### src/rtl/i2s_rx_ctrl.sv
// rtl/i2s_rx_ctrl.sv - I2S receive-path master sequencer: ws timing, stereo pair capture, handshake, overrun
module i2s_rx_ctrl #(
    parameter int WIDTH = 16,
    parameter int SLOT  = 32,
    parameter int CNTW  = 16
) (
    input  logic             sclk,
    input  logic             rst,
    input  logic             en,
    input  logic             clr_ovr,
    output logic             ws,
    input  logic [WIDTH-1:0] rx_left,
    input  logic [WIDTH-1:0] rx_right,
    output logic             out_valid,
    input  logic             out_ready,
    output logic [WIDTH-1:0] out_left,
    output logic [WIDTH-1:0] out_right,
    output logic             overrun,
    output logic             busy,
    output logic [CNTW-1:0]  pair_cnt
);

    localparam int CW = $clog2(2 * SLOT);

    // Frame positions of interest within the 2*SLOT cycle frame
    localparam logic [CW-1:0] CNT_LAST = CW'(2 * SLOT - 1);
    localparam logic [CW-1:0] CNT_CAP  = CW'(2);
    localparam logic [CW-1:0] CNT_HALF = CW'(SLOT);

    typedef enum logic [1:0] {
        IDLE  = 2'd0,
        PRIME = 2'd1,
        RUN   = 2'd2,
        STOP  = 2'd3
    } state_t;

    state_t        state;
    state_t        state_nxt;
    logic [CW-1:0] cnt;
    logic [CW-1:0] cnt_nxt;
    logic          ws_nxt;
    logic          frame_end;
    logic          capture;
    logic          accept;

    // State, bit counter and word select registers
    always_ff @(posedge sclk) begin
        if (rst) begin
            state <= IDLE;
            cnt   <= '0;
            ws    <= 1'b1;
        end else begin
            state <= state_nxt;
            cnt   <= cnt_nxt;
            ws    <= ws_nxt;
        end
    end

    // Next-state, next counter/ws and capture strobe
    always_comb begin
        state_nxt = state;
        capture   = 1'b0;
        frame_end = (cnt == CNT_LAST);

        case (state)
            IDLE: begin
                if (en) begin
                    state_nxt = PRIME;
                end
            end
            PRIME: begin
                // First frame's receiver words are incomplete; the capture slot is skipped
                if (cnt == CNT_CAP) begin
                    state_nxt = en ? RUN : STOP;
                end
            end
            RUN: begin
                capture = (cnt == CNT_CAP);
                if (!en) begin
                    state_nxt = STOP;
                end
            end
            STOP: begin
                // Finish the current frame so the codec sees a whole ws period
                capture = (cnt == CNT_CAP);
                if (en) begin
                    state_nxt = RUN;
                end else if (frame_end) begin
                    state_nxt = IDLE;
                end
            end
            default: begin
                state_nxt = IDLE;
            end
        endcase

        if (state == IDLE || state_nxt == IDLE) begin
            cnt_nxt = '0;
        end else if (frame_end) begin
            cnt_nxt = '0;
        end else begin
            cnt_nxt = cnt + CW'(1);
        end

        // ws is computed from the next count so the register lines up with cnt
        ws_nxt = (state_nxt == IDLE) ? 1'b1 : (cnt_nxt >= CNT_HALF);
    end

    assign accept = out_valid && out_ready;
    assign busy   = (state != IDLE);

    // Output pair register, valid/ready handshake and delivered-pair counter
    always_ff @(posedge sclk) begin
        if (rst) begin
            out_valid <= 1'b0;
            out_left  <= '0;
            out_right <= '0;
            pair_cnt  <= '0;
        end else begin
            if (accept) begin
                pair_cnt <= pair_cnt + CNTW'(1);
            end
            if (capture) begin
                // A held pair that is not being taken wins; the new one is dropped
                if (!out_valid || out_ready) begin
                    out_left  <= rx_left;
                    out_right <= rx_right;
                end
                out_valid <= 1'b1;
            end else if (accept) begin
                out_valid <= 1'b0;
            end
        end
    end

    // Sticky overrun flag; a new drop takes priority over a clear request
    always_ff @(posedge sclk) begin
        if (rst) begin
            overrun <= 1'b0;
        end else if (capture && out_valid && !out_ready) begin
            overrun <= 1'b1;
        end else if (clr_ovr) begin
            overrun <= 1'b0;
        end
    end

endmodule

### config.mk
export PLATFORM = sky130hd
export DESIGN_NAME = i2s_rx_ctrl
export DESIGN_NICKNAME = d
export VERILOG_FILES = /design/src/rtl/i2s_rx_ctrl.sv
export SDC_FILE = /design/constraint.sdc
export NUM_CORES = 1
export LEC_CHECK = 0
export ABC_AREA = 0
export BUFFER_PORTS_ARGS = -buffer_cell sky130_fd_sc_hd__clkbuf_2
export CORE_ASPECT_RATIO = 0.8
export CORE_MARGIN = 2
export CORE_UTILIZATION = 45
export DETAILED_ROUTE_END_ITERATION = 6
export GPL_TIMING_DRIVEN = 0
export HOLD_SLACK_MARGIN = 0.15
export MAX_ROUTING_LAYER = met4
export PLACE_DENSITY_LB_ADDON = 0.25
export SYNTH_ARGS = -nofsm -noshare
export SYNTH_HDL_FRONTEND = slang
export SYNTH_SLANG_ARGS = --single-unit
### constraint.sdc
create_clock -name sclk -period 1.95 [get_ports sclk]
set_input_delay 0.39 -clock sclk [delete_from_list [all_inputs] [get_ports sclk]]
set_output_delay 0.39 -clock sclk [all_outputs]
set_load 0.02 [all_outputs]
==> metrics.csv, run 1 <==
stage;metric;value;unit
layout;ff_latch_area;1180;um2
yosys;yosysTopAreaCell;dfxtp_1;
clock_tree;postCtsSetupRepairBufs;0;
yosys;yosysWarnings;0;
yosys;ys_ff_latch;59;
layout;drive_above_1_share;29.7;%
grt;grt.total_usage;18.9;%
setup_path;crit_fanout;7;
yosys;synth-simple-area-share;25.3;%
detailed_routing;dr.max_layer_used;met4;
grt;grt_max_degree;12;
layout;syn2layout_area_growth;32.7;%
pwr;p_leak;0.00128;uW
floorplanning;start_util;46.8;%
detailed_routing;dr.pass1.iters;4;
sta;final_max_slew_viol_count;0;
yosys;synth_compound_area_share;12.1;%
detailed_routing;vias_per_cell;4.90;
floorplanning;die_w;84.7;um
yosys;synth_top_family_by_area;simple AND/OR/NAND/NOR gates;
yosys;syn_nets;326;
detailed_routing;routed_wl;5.33;mm
pwr;ir_worst_vdd;0.608;mV
sta;worstMarginPinSlew;0.549;ns
floorplanning;die_area;5810;um2
yosys;synth_mux_area_share;1.44;%
job;maxCapViolations;0;
status;status;complete, no violations;
sta;finClkSkew;0.00685;ns
clock_tree;clkSlewWorstSetupHoldPaths;0.07;ns
setup_path;worstPathRequired;2.18;ns
detailed_routing;route.met3.wl;291;um
sta;period_share;90.4;%
yosys;postSynthCellCount;286;
place;dpl_worst_slack;0.212;ns
sta;fin_ws;0.187;ns
floorplanning;core_area;5010;um2
setup_path;startpoint_type;flop;
detailed_routing;wl_met1;2.53;mm
place;port_buffers;88;
layout;fin_nets;425;
layout;multi_input_area;1070;um2
clock_tree;cts_htree_levels;3;
layout;insertedDiodeCount;0;
yosys;synth_area_leaders;dfxtp_1 50%, nand2_1 12%, a21oi_1 8.5%;
sta;period_needed;1.76;ns
pwr;p_per_area;846;nW/um2
yosys;synth.most_common_cell;nand2_1;
sta;finalHoldViolCount;0;
setup_path;worstPathArrival;1.99;ns
yosys;syn_area;2340;um2
hold_path;min_path_type;primary input to flop;
detailed_routing;vias;2215;
yosys;synthArstFlopShare;0;%
yosys;synth_flop_cell;dfxtp_1;
setup_path;critPathKind;flop to flop;
clock_tree;cts_buffers;9;
clock_tree;cts.sinks;59;
yosys;ys_seq_area_share;50.4;%
yosys;yosysUniqueCellTypes;32;
detailed_routing;routedWlPerCell;11.8;um
grt;grt_pass1_vias;1880;
detailed_routing;wl_met2;2.43;mm
floorplanning;ios;89;
grt;grt_pass1_wl;8.32;mm
clock_tree;cts.root.buffer_cell;clkbuf_8;
clock_tree;clock_latency;0.34;ns
yosys;yosys-top-cells-count;72 x nand2_1, 59 x dfxtp_1, 40 x a21oi_1;
sta;fmax;567;MHz
yosys;synth_edf_count;0;
sta;setup_tns;0;ns
detailed_routing;ant_nets;0;
yosys;synth_xor_area_share;4.86;%
sta;setup_viol;0;
clock_tree;clock_path_buffers;2;
clock_tree;cts_hold_buf;0;
layout;nFillCells;457;
grt;grt_remaining_overflow;0;
floorplanning;std_cell_rows;23;
yosys;yosysTopAreaCellShare;50.4;%
clock_tree;cts_tree;yes;
yosys;synthAdderAreaFrac;1.60;%
setup_path;end_kind;flop;
yosys;syn-mean-instance-area;8.20;um2
place;dp_hpwl;3.87;mm
detailed_routing;route.detailed.drc;0;
place;place_congestion;0.813;
detailed_routing;detail_route.iter0.violations;94;
grt;antenna_found_initial;0;
sta;slew-limit-headroom;63.0;%
floorplanning;fp.dieH;68.6;um
sta;rsz0062_at_grt;no;
where the power goes:
| part | switching, uW | internal (uW) |
|---|---|---|
| clock | 480 | 845 |
| combinational | 49.5 | 40.4 |
| sequential | 5.01 | 1210 |
metrics by stage:
step,instances,total power [uW],util (%),instance area (um2),hold slack [ns]
final,452,2630,62.1,3110,0.267
after global routing,452,2720,62.1,3110,0.257
after CTS,452,2670,62.0,3100,0.246
after detailed placement,436,1330,57.2,2860,0.446
after global placement,436,1330,57.2,2860,0.440
after floorplan,286,1280,-,2340,0.453
final cells by class:
class	count	area share, %
clock inverters	7	3.74
flip-flops and latches	59	38.0
repair buffers	88	14.2
well taps	62	2.49
inverters	9	1.09
multi-input cells	204	34.5
plain buffers	14	2.13
clock buffers	9	3.98
final timing paths:
check / startpoint / endpoint / slack, ns / cells after the start
setup / recovery: pair_cnt[6] / pair_cnt[13] / 0.19 / 4
hold / removal: rx_right[6] / out_right[6] / 0.27 / 3
setup reg to reg: pair_cnt[6] / pair_cnt[13] / 0.19 / 4
hold reg to reg: out_left[5] / out_left[5] / 0.45 / 2
layer usage:
| layer | track usage (%) | vias to the layer above |
|---|---|---|
| met5 | - | - |
| met4 | 5.36 | 0 |
| met3 | 7.62 | 8 |
| met2 | 27.9 | 54 |
| met1 | 24.2 | 997 |
| li1 | - | 1156 |
logic make-up (layout without fill, tap and decap cells):
logic type,Yosys count,in the layout
buffers and inverters,23,127
xor gates and xnor gates,13,13
adders and majority gates,3,3
AOI/OAI and AO/OA,52,52
muxes,3,3
and+or+nand+nor,133,133
DFF,59,59
state kept, by name, indices dropped and copies added (netlist names):
register   count
out_left      16
out_right     16
pair_cnt      16
cnt            6
state          2
out_valid      1
overrun        1
ws             1
worst max-delay path: stages (launching register included):
cell     delay (ns)
dfxtp_1        0.45
nand4_2        0.18
or3_4          0.42
nor4_1         0.25
mux2_2         0.37
cells in the final DEF, fill, tap and decap left out, drive strengths merged:
cell,netlist,final
clkbuf,8,105
nand2,72,72
dfxtp,59,59
a21oi,40,40
nor2,25,25
nand3,12,12
inv,9,9
xnor2,9,9
nor4,7,7
buf,6,6
nor3,4,4
o21ai,4,4
xor2,4,4
nand4,4,4
o31ai,3,3
mux2,3,3
ha,3,3
bufinv,0,3
clkinv,0,3
nor2b,2,2
o21a,2,2
or3,2,2
nand2b,1,1
and4,1,1
or4,1,1
or2,1,1
o41ai,1,1
or4b,1,1
a2bb2oi,1,1
a211o,1,1
clkinvlp,0,1
what timing repair did:
item,CTS,global route
endpoints found under the hold margin,0,0
endpoints found under the setup margin,0,7
resized for setup,0,1
No activity file was read; power rests on OpenSTA's default activity.
==> run 2, diff against run 1 <==
MAX_ROUTING_LAYER = not set   (was met4)
==> run 2 against run 1 <==
Compared with the run above: hold slack better by 0.0033 ns; sequential share of layout area stayed put; cell count is the same; first-iteration DRC count fell by 17%; final area unchanged; clock skew is 0.0018 ns lower; non-clock buffer count is the same; critical path depth unchanged; maximum frequency about the same; clock-buffer cell count is the same; combinational power is essentially flat; critical endpoint unchanged; largest cell class unchanged; highest routed layer unchanged.
==> metrics.csv, run 2 (synthesis results as in run 1) <==
stage;metric;value;unit;change
sta;period_share;90.4;%;about the same
detailed_routing;routed_wl;5.32;mm;-0.13%
setup_path;ff2ff_path_depth;4;;unchanged
grt;grt_max_degree;12;;unchanged
sta;finClkSkew;0.00502;ns;-0.00183 ns
floorplanning;die_w;84.7;um;unchanged
grt;grt_pass1_vias;1874;;-0.32%
clock_tree;cts_htree_levels;3;;unchanged
hold_path;min_path_type;primary input to flop;;
sta;final_max_slew_viol_count;0;;unchanged
floorplanning;fp.dieH;68.6;um;unchanged
detailed_routing;detail_route.iter0.violations;78;;-17%
setup_path;crit_fanout;7;;unchanged
layout;drive_above_1_share;29.7;%;unchanged
layout;finalNonFillerCells;452;;unchanged
place;dp_hpwl;3.87;mm;unchanged
detailed_routing;vias;2197;;-0.81%
sta;fmax;567;MHz;about the same
sta;rsz0062_at_grt;no;;
sta;slew-limit-headroom;62.8;%;-0.23 points
grt;grt_pass1_wl;8.32;mm;unchanged
layout;post-route-cell-area;3110;um2;unchanged
clock_tree;cts.root.buffer_cell;clkbuf_8;;
clock_tree;postCtsSetupRepairBufs;0;;unchanged
place;placed_cell_area;2860;um2;unchanged
layout;final_common_cell;clkbuf_2;;
setup_path;critPathSlowestCell;dfxtp_1;;
sta;finalHoldViolCount;0;;unchanged
floorplanning;std_cell_rows;23;;unchanged
detailed_routing;routedWlPerCell;11.8;um;-0.13%
grt;grt_remaining_overflow;0;;unchanged
place;place_congestion;0.801;;-1.4%
hold_path;whs_path_depth;3;;unchanged
layout;fin_nets;425;;unchanged
layout;fin_util;62.1;%;unchanged
place;placed_cells;436;;unchanged
status;status;complete, no violations;;
setup_path;worstPathArrival;1.99;ns;about the same
layout;largestRegisters;out_left x16, out_right x16, pair_cnt x16;;
sta;setup_viol;0;;unchanged
job;maxCapViolations;0;;unchanged
sta;setup_tns;0;ns;unchanged
setup_path;worstPathRequired;2.18;ns;about the same
setup_path;critPathKind;flop to flop;;
floorplanning;start_util;46.8;%;unchanged
floorplanning;ios;89;;unchanged
detailed_routing;dr.pass1.iters;4;;unchanged
setup_path;cp_cell_sequence;nand4_2 -> or3_4 -> nor4_1 -> mux2_2;;
detailed_routing;route.detailed.drc;0;;unchanged
clock_tree;clkSlewWorstSetupHoldPaths;0.07;ns;about the same
layout;insertedDiodeCount;0;;unchanged
grt;grt.total_usage;18.4;%;-0.46 points
detailed_routing;ant_nets;0;;unchanged
layout;final_cell_mix;88 x clkbuf_2, 72 x nand2_1, 59 x dfxtp_1, 40 x a21oi_1, 25 x nor2_1;;
layout;syn2layout_area_growth;32.7;%;unchanged
setup_path;end_kind;flop;;
setup_path;max_stage_delay;0.45;ns;about the same
floorplanning;core_area;5010;um2;unchanged
grt;antenna_found_initial;0;;unchanged
layout;multi_input_area;1070;um2;unchanged
clock_tree;clock_path_buffers;2;;unchanged
pwr;p_leak;0.00128;uW;unchanged
layout;nFillCells;457;;unchanged
pwr;p_per_area;845;nW/um2;-0.10%
sta;period_needed;1.76;ns;+0.000148 ns
place;port_buffers;88;;unchanged
setup_path;startpoint_type;flop;;
clock_tree;cts_tree;yes;;
clock_tree;cts.sinks;59;;unchanged
sta;worstMarginPinSlew;0.553;ns;+0.00336 ns
layout;ff_latch_area;1180;um2;unchanged
detailed_routing;vias_per_cell;4.86;;-0.81%
setup_path;ff2ff_setup_slack;0.19;ns;about the same
pwr;power;2630;uW;-0.10%
clock_tree;cts_hold_buf;0;;unchanged
floorplanning;die_area;5810;um2;unchanged
clock_tree;cts_buffers;9;;unchanged
pwr;ir_worst_vdd;0.608;mV;about the same
clock_tree;clock_latency;0.33;ns;about the same
[run 2: cell counts in the layout (fill, tap and decap cells not counted)]
Identical to the previous run, type by type.
[run 2: critical path: cells and delay by family, from the launching register on]
family / cells / cell delay [ns]
AND/OR/NAND/NOR: 3 / 0.85
flip-flops: 1 / 0.45
multiplexers: 1 / 0.37
[run 2: layer usage]
metal	vias up	track usage, %	part of all wire (%)
met3	6	9.52	7.3
met2	58	27.9	45
met5	-	0	0
li1	1155	-	-
met1	978	23.4	46
met4	0	4.76	0.68
[run 2: path summary, 6_finish.rpt]
check         startpoint           end
min reg2reg  out_left[5]   out_left[5]
min          rx_right[6]  out_right[6]
max          pair_cnt[6]  pair_cnt[13]
max reg2reg  pair_cnt[6]  pair_cnt[13]
[run 2: cell type report]
| cell class | instances | share of cell area (%) |
|---|---|---|
| flip-flops and latches | 59 | 38.0 |
| repair buffers | 88 | 14.2 |
| clock buffers | 9 | 3.98 |
| plain buffers | 14 | 2.13 |
| clock inverters | 7 | 3.74 |
| inverters | 9 | 1.09 |
| multi-input cells | 204 | 34.5 |
| well taps | 62 | 2.49 |
[run 2: timing repair]
item	in CTS	in global routing
resized for setup	0	1
hold endpoints to repair	0	0
endpoints found under the setup margin	0	7
[run 2: where the power goes]
part	total [uW]	switching (uW)	internal, uW
combinational	90.0	49.5	40.4
clock	1320	478	845
sequential	1220	5.01	1210
[run 2: through the flow]
step	worst slack, ns	hold WS, ns
after CTS	0.194	0.246
after detailed placement	0.212	0.446
final	0.186	0.270
after global placement	0.214	0.440
after global routing	0.0569	0.253
after floorplan	0.162	0.453
==> run 3, diff against run 2 <==
GPL_TIMING_DRIVEN = not set   (was 0)
==> run 3 against run 2 <==
Compared with the run above: non-clock buffer count fell by 10; critical path type unchanged; largest power group is now registers; utilization fell by 1.6 points; sequential power barely moved; power fell by 12%; final area fell by 2.6%; combinational power fell by 5.8%; register-to-register slack improved by 0.02 ns; cell count fell by 2.4%; first-iteration DRC count rose by 10%; die area did not move; clock power fell by 23%.
==> metrics.csv, run 3 (synthesis results as in run 1) <==
stage;metric;value;unit;change
status;status;complete, no violations;;
layout;largestRegisters;out_left x16, out_right x16, pair_cnt x16;;
setup_path;end_kind;flop;;
place;place_congestion;0.754;;-5.9%
floorplanning;std_cell_rows;23;;unchanged
grt;grt_remaining_overflow;0;;unchanged
clock_tree;clock_latency;0.33;ns;about the same
pwr;pwr-share-comb;3.7;%;+0.3 points
detailed_routing;dr.max_layer_used;met4;;
pwr;p_leak;0.00124;uW;-3.4%
pwr;power_frac_seq;52.7;%;+6.5 points
clock_tree;cts.root.buffer_cell;clkbuf_8;;
pwr;switching_share;21.8;%;+1.6 points
floorplanning;ios;89;;unchanged
sta;whs;0.274;ns;+0.00372 ns
layout;final_common_cell;clkbuf_2;;
grt;antenna_found_initial;0;;unchanged
layout;final_cell_mix;88 x clkbuf_2, 72 x nand2_1, 59 x dfxtp_1, 40 x a21oi_1, 25 x nor2_1;;
clock_tree;postCtsSetupRepairBufs;0;;unchanged
hold_path;holdPathEnd;out_right[2];;
detailed_routing;ant_nets;0;;unchanged
clock_tree;clock_path_buffers;2;;unchanged
sta;slew-limit-headroom;62.9;%;+0.082 points
detailed_routing;detail_route.iter0.violations;86;;+10%
sta;finalHoldViolCount;0;;unchanged
clock_tree;cts_resized;0;;unchanged
pwr;p_switching;503;uW;-5.5%
sta;rsz0062_at_grt;no;;
clock_tree;clkSlewWorstSetupHoldPaths;0.06;ns;about the same
setup_path;ff2ff_path_depth;4;;unchanged
floorplanning;die_w;84.7;um;unchanged
hold_path;min_from;rx_right[2];;
floorplanning;die_area;5810;um2;unchanged
sta;fmax;574;MHz;+1.3%
setup_path;worstPathRequired;2.16;ns;-0.02 ns
detailed_routing;vias;2196;;-0.046%
pwr;p_per_area;761;nW/um2;-9.9%
setup_path;crit_fanout;5;;-2
sta;setup_tns;0;ns;unchanged
detailed_routing;wl_met1;2.35;mm;-4.9%
detailed_routing;wl_met2;2.54;mm;+4.8%
sta;final_max_slew_viol_count;0;;unchanged
place;port_buffers;88;;unchanged
hold_path;min_path_type;primary input to flop;;
job;maxCapViolations;0;;unchanged
sta;period_share;89.3;%;-1.2 points
layout;insertedDiodeCount;0;;unchanged
clock_tree;cts_buffers;9;;unchanged
sta;fin_ws;0.209;ns;+0.0227 ns
setup_path;r2r_start;pair_cnt[7];;
layout;fin_nets;415;;-2.4%
clock_tree;cts_hold_buf;0;;unchanged
grt;grt_pass1_vias;1936;;+3.3%
detailed_routing;routed_wl;5.34;mm;+0.47%
detailed_routing;routedWlPerCell;12.1;um;+3.0%
floorplanning;core_area;5010;um2;unchanged
place;dp_hpwl;3.70;mm;-4.4%
pwr;p_clk_share;43.6;%;-6.7 points
detailed_routing;route.detailed.drc;0;;unchanged
clock_tree;cts.sinks;59;;unchanged
layout;drive_above_1_share;29.6;%;-0.19 points
place;placed_cell_area;2850;um2;-0.39%
pwr;ir_worst_vdd;0.577;mV;-5.1%
layout;post-route-cell-area;3030;um2;-2.6%
floorplanning;start_util;46.8;%;unchanged
place;dpl_worst_slack;0.226;ns;+0.0143 ns
detailed_routing;dr.pass1.iters;4;;unchanged
grt;grt_pass1_wl;8.43;mm;+1.3%
setup_path;startpoint_type;flop;;
clock_tree;cts_tree;yes;;
setup_path;worstPathArrival;1.95;ns;-0.04 ns
grt;grt_max_degree;33;;+21
clock_tree;cts_htree_levels;3;;unchanged
hold_path;whs_path_depth;3;;unchanged
detailed_routing;route.met3.wl;427;um;+9.8%
floorplanning;fp.dieH;68.6;um;unchanged
detailed_routing;vias_per_cell;4.98;;+2.4%
sta;period_needed;1.74;ns;-0.0227 ns
setup_path;critPathKind;flop to flop;;
pwr;intPower;1800;uW;-14%
setup_path;ff2ff_setup_slack;0.21;ns;+0.02 ns
sta;setup_viol;0;;unchanged
sta;finClkSkew;0.00905;ns;+0.00404 ns
layout;syn2layout_area_growth;29.2;%;
grt;grt.total_usage;19.0;%;+0.61 points
sta;worstMarginPinSlew;0.551;ns;-0.00123 ns
setup_path;regToRegEndpoint;pair_cnt[13];;
## run 3: layout make-up
| class | count | area (um2) |
|---|---|---|
| sequential | 59 | 1180 |
| multi-input combinational | 204 | 1060 |
| clock inverter | 2 | 10.0 |
| inverter | 9 | 33.8 |
| clock buffer | 13 | 169 |
| tap | 62 | 77.6 |
| fill | 478 | 1980 |
| timing repair buffer | 92 | 495 |
## run 3: worst max-delay path by stage
| stage | start | end | slack, ns | depth (start not counted) |
|---|---|---|---|---|
| global route | pair_cnt[7] | pair_cnt[13] | 0.11 | 4 |
| floorplan | pair_cnt[7] | pair_cnt[13] | 0.16 | 4 |
| finish | pair_cnt[7] | pair_cnt[13] | 0.21 | 4 |
| detailed placement | pair_cnt[7] | pair_cnt[13] | 0.23 | 4 |
| global placement | pair_cnt[7] | pair_cnt[13] | 0.25 | 4 |
| CTS | pair_cnt[7] | pair_cnt[13] | 0.21 | 4 |
## run 3: through the flow
step	total power [uW]	utilization, %	std cells
3_5_place_dp	1330	56.9	426
4_1_cts	2340	60.5	441
5_1_grt	2410	60.5	441
2_1_floorplan	1280	-	286
3_3_place_gp	1330	56.9	426
6_report	2310	60.5	441
## run 3: power by group through the flow
stage                     clock network (uW)  registers (uW)  logic [uW]
final                                   1010            1220        84.8
after detailed placement                   0            1240        85.3
after global routing                    1090            1220        95.3
after global placement                     0            1240        85.3
after CTS                               1030            1220        85.9
after floorplan                            0            1240        36.8
## run 3: critical path, cell delays in order (launching register included)
cell and delay (ns):
dfxtp_1 0.43, nand4_2 0.18, or3_4 0.41, nor4_1 0.24, mux2_2 0.36
## run 3: per-layer routing
metal  track usage [%]  up-vias
met5                 0        -
met3              9.76        2
met1              21.5     1000
li1                  -     1130
met4              7.34        0
met2              31.2       64
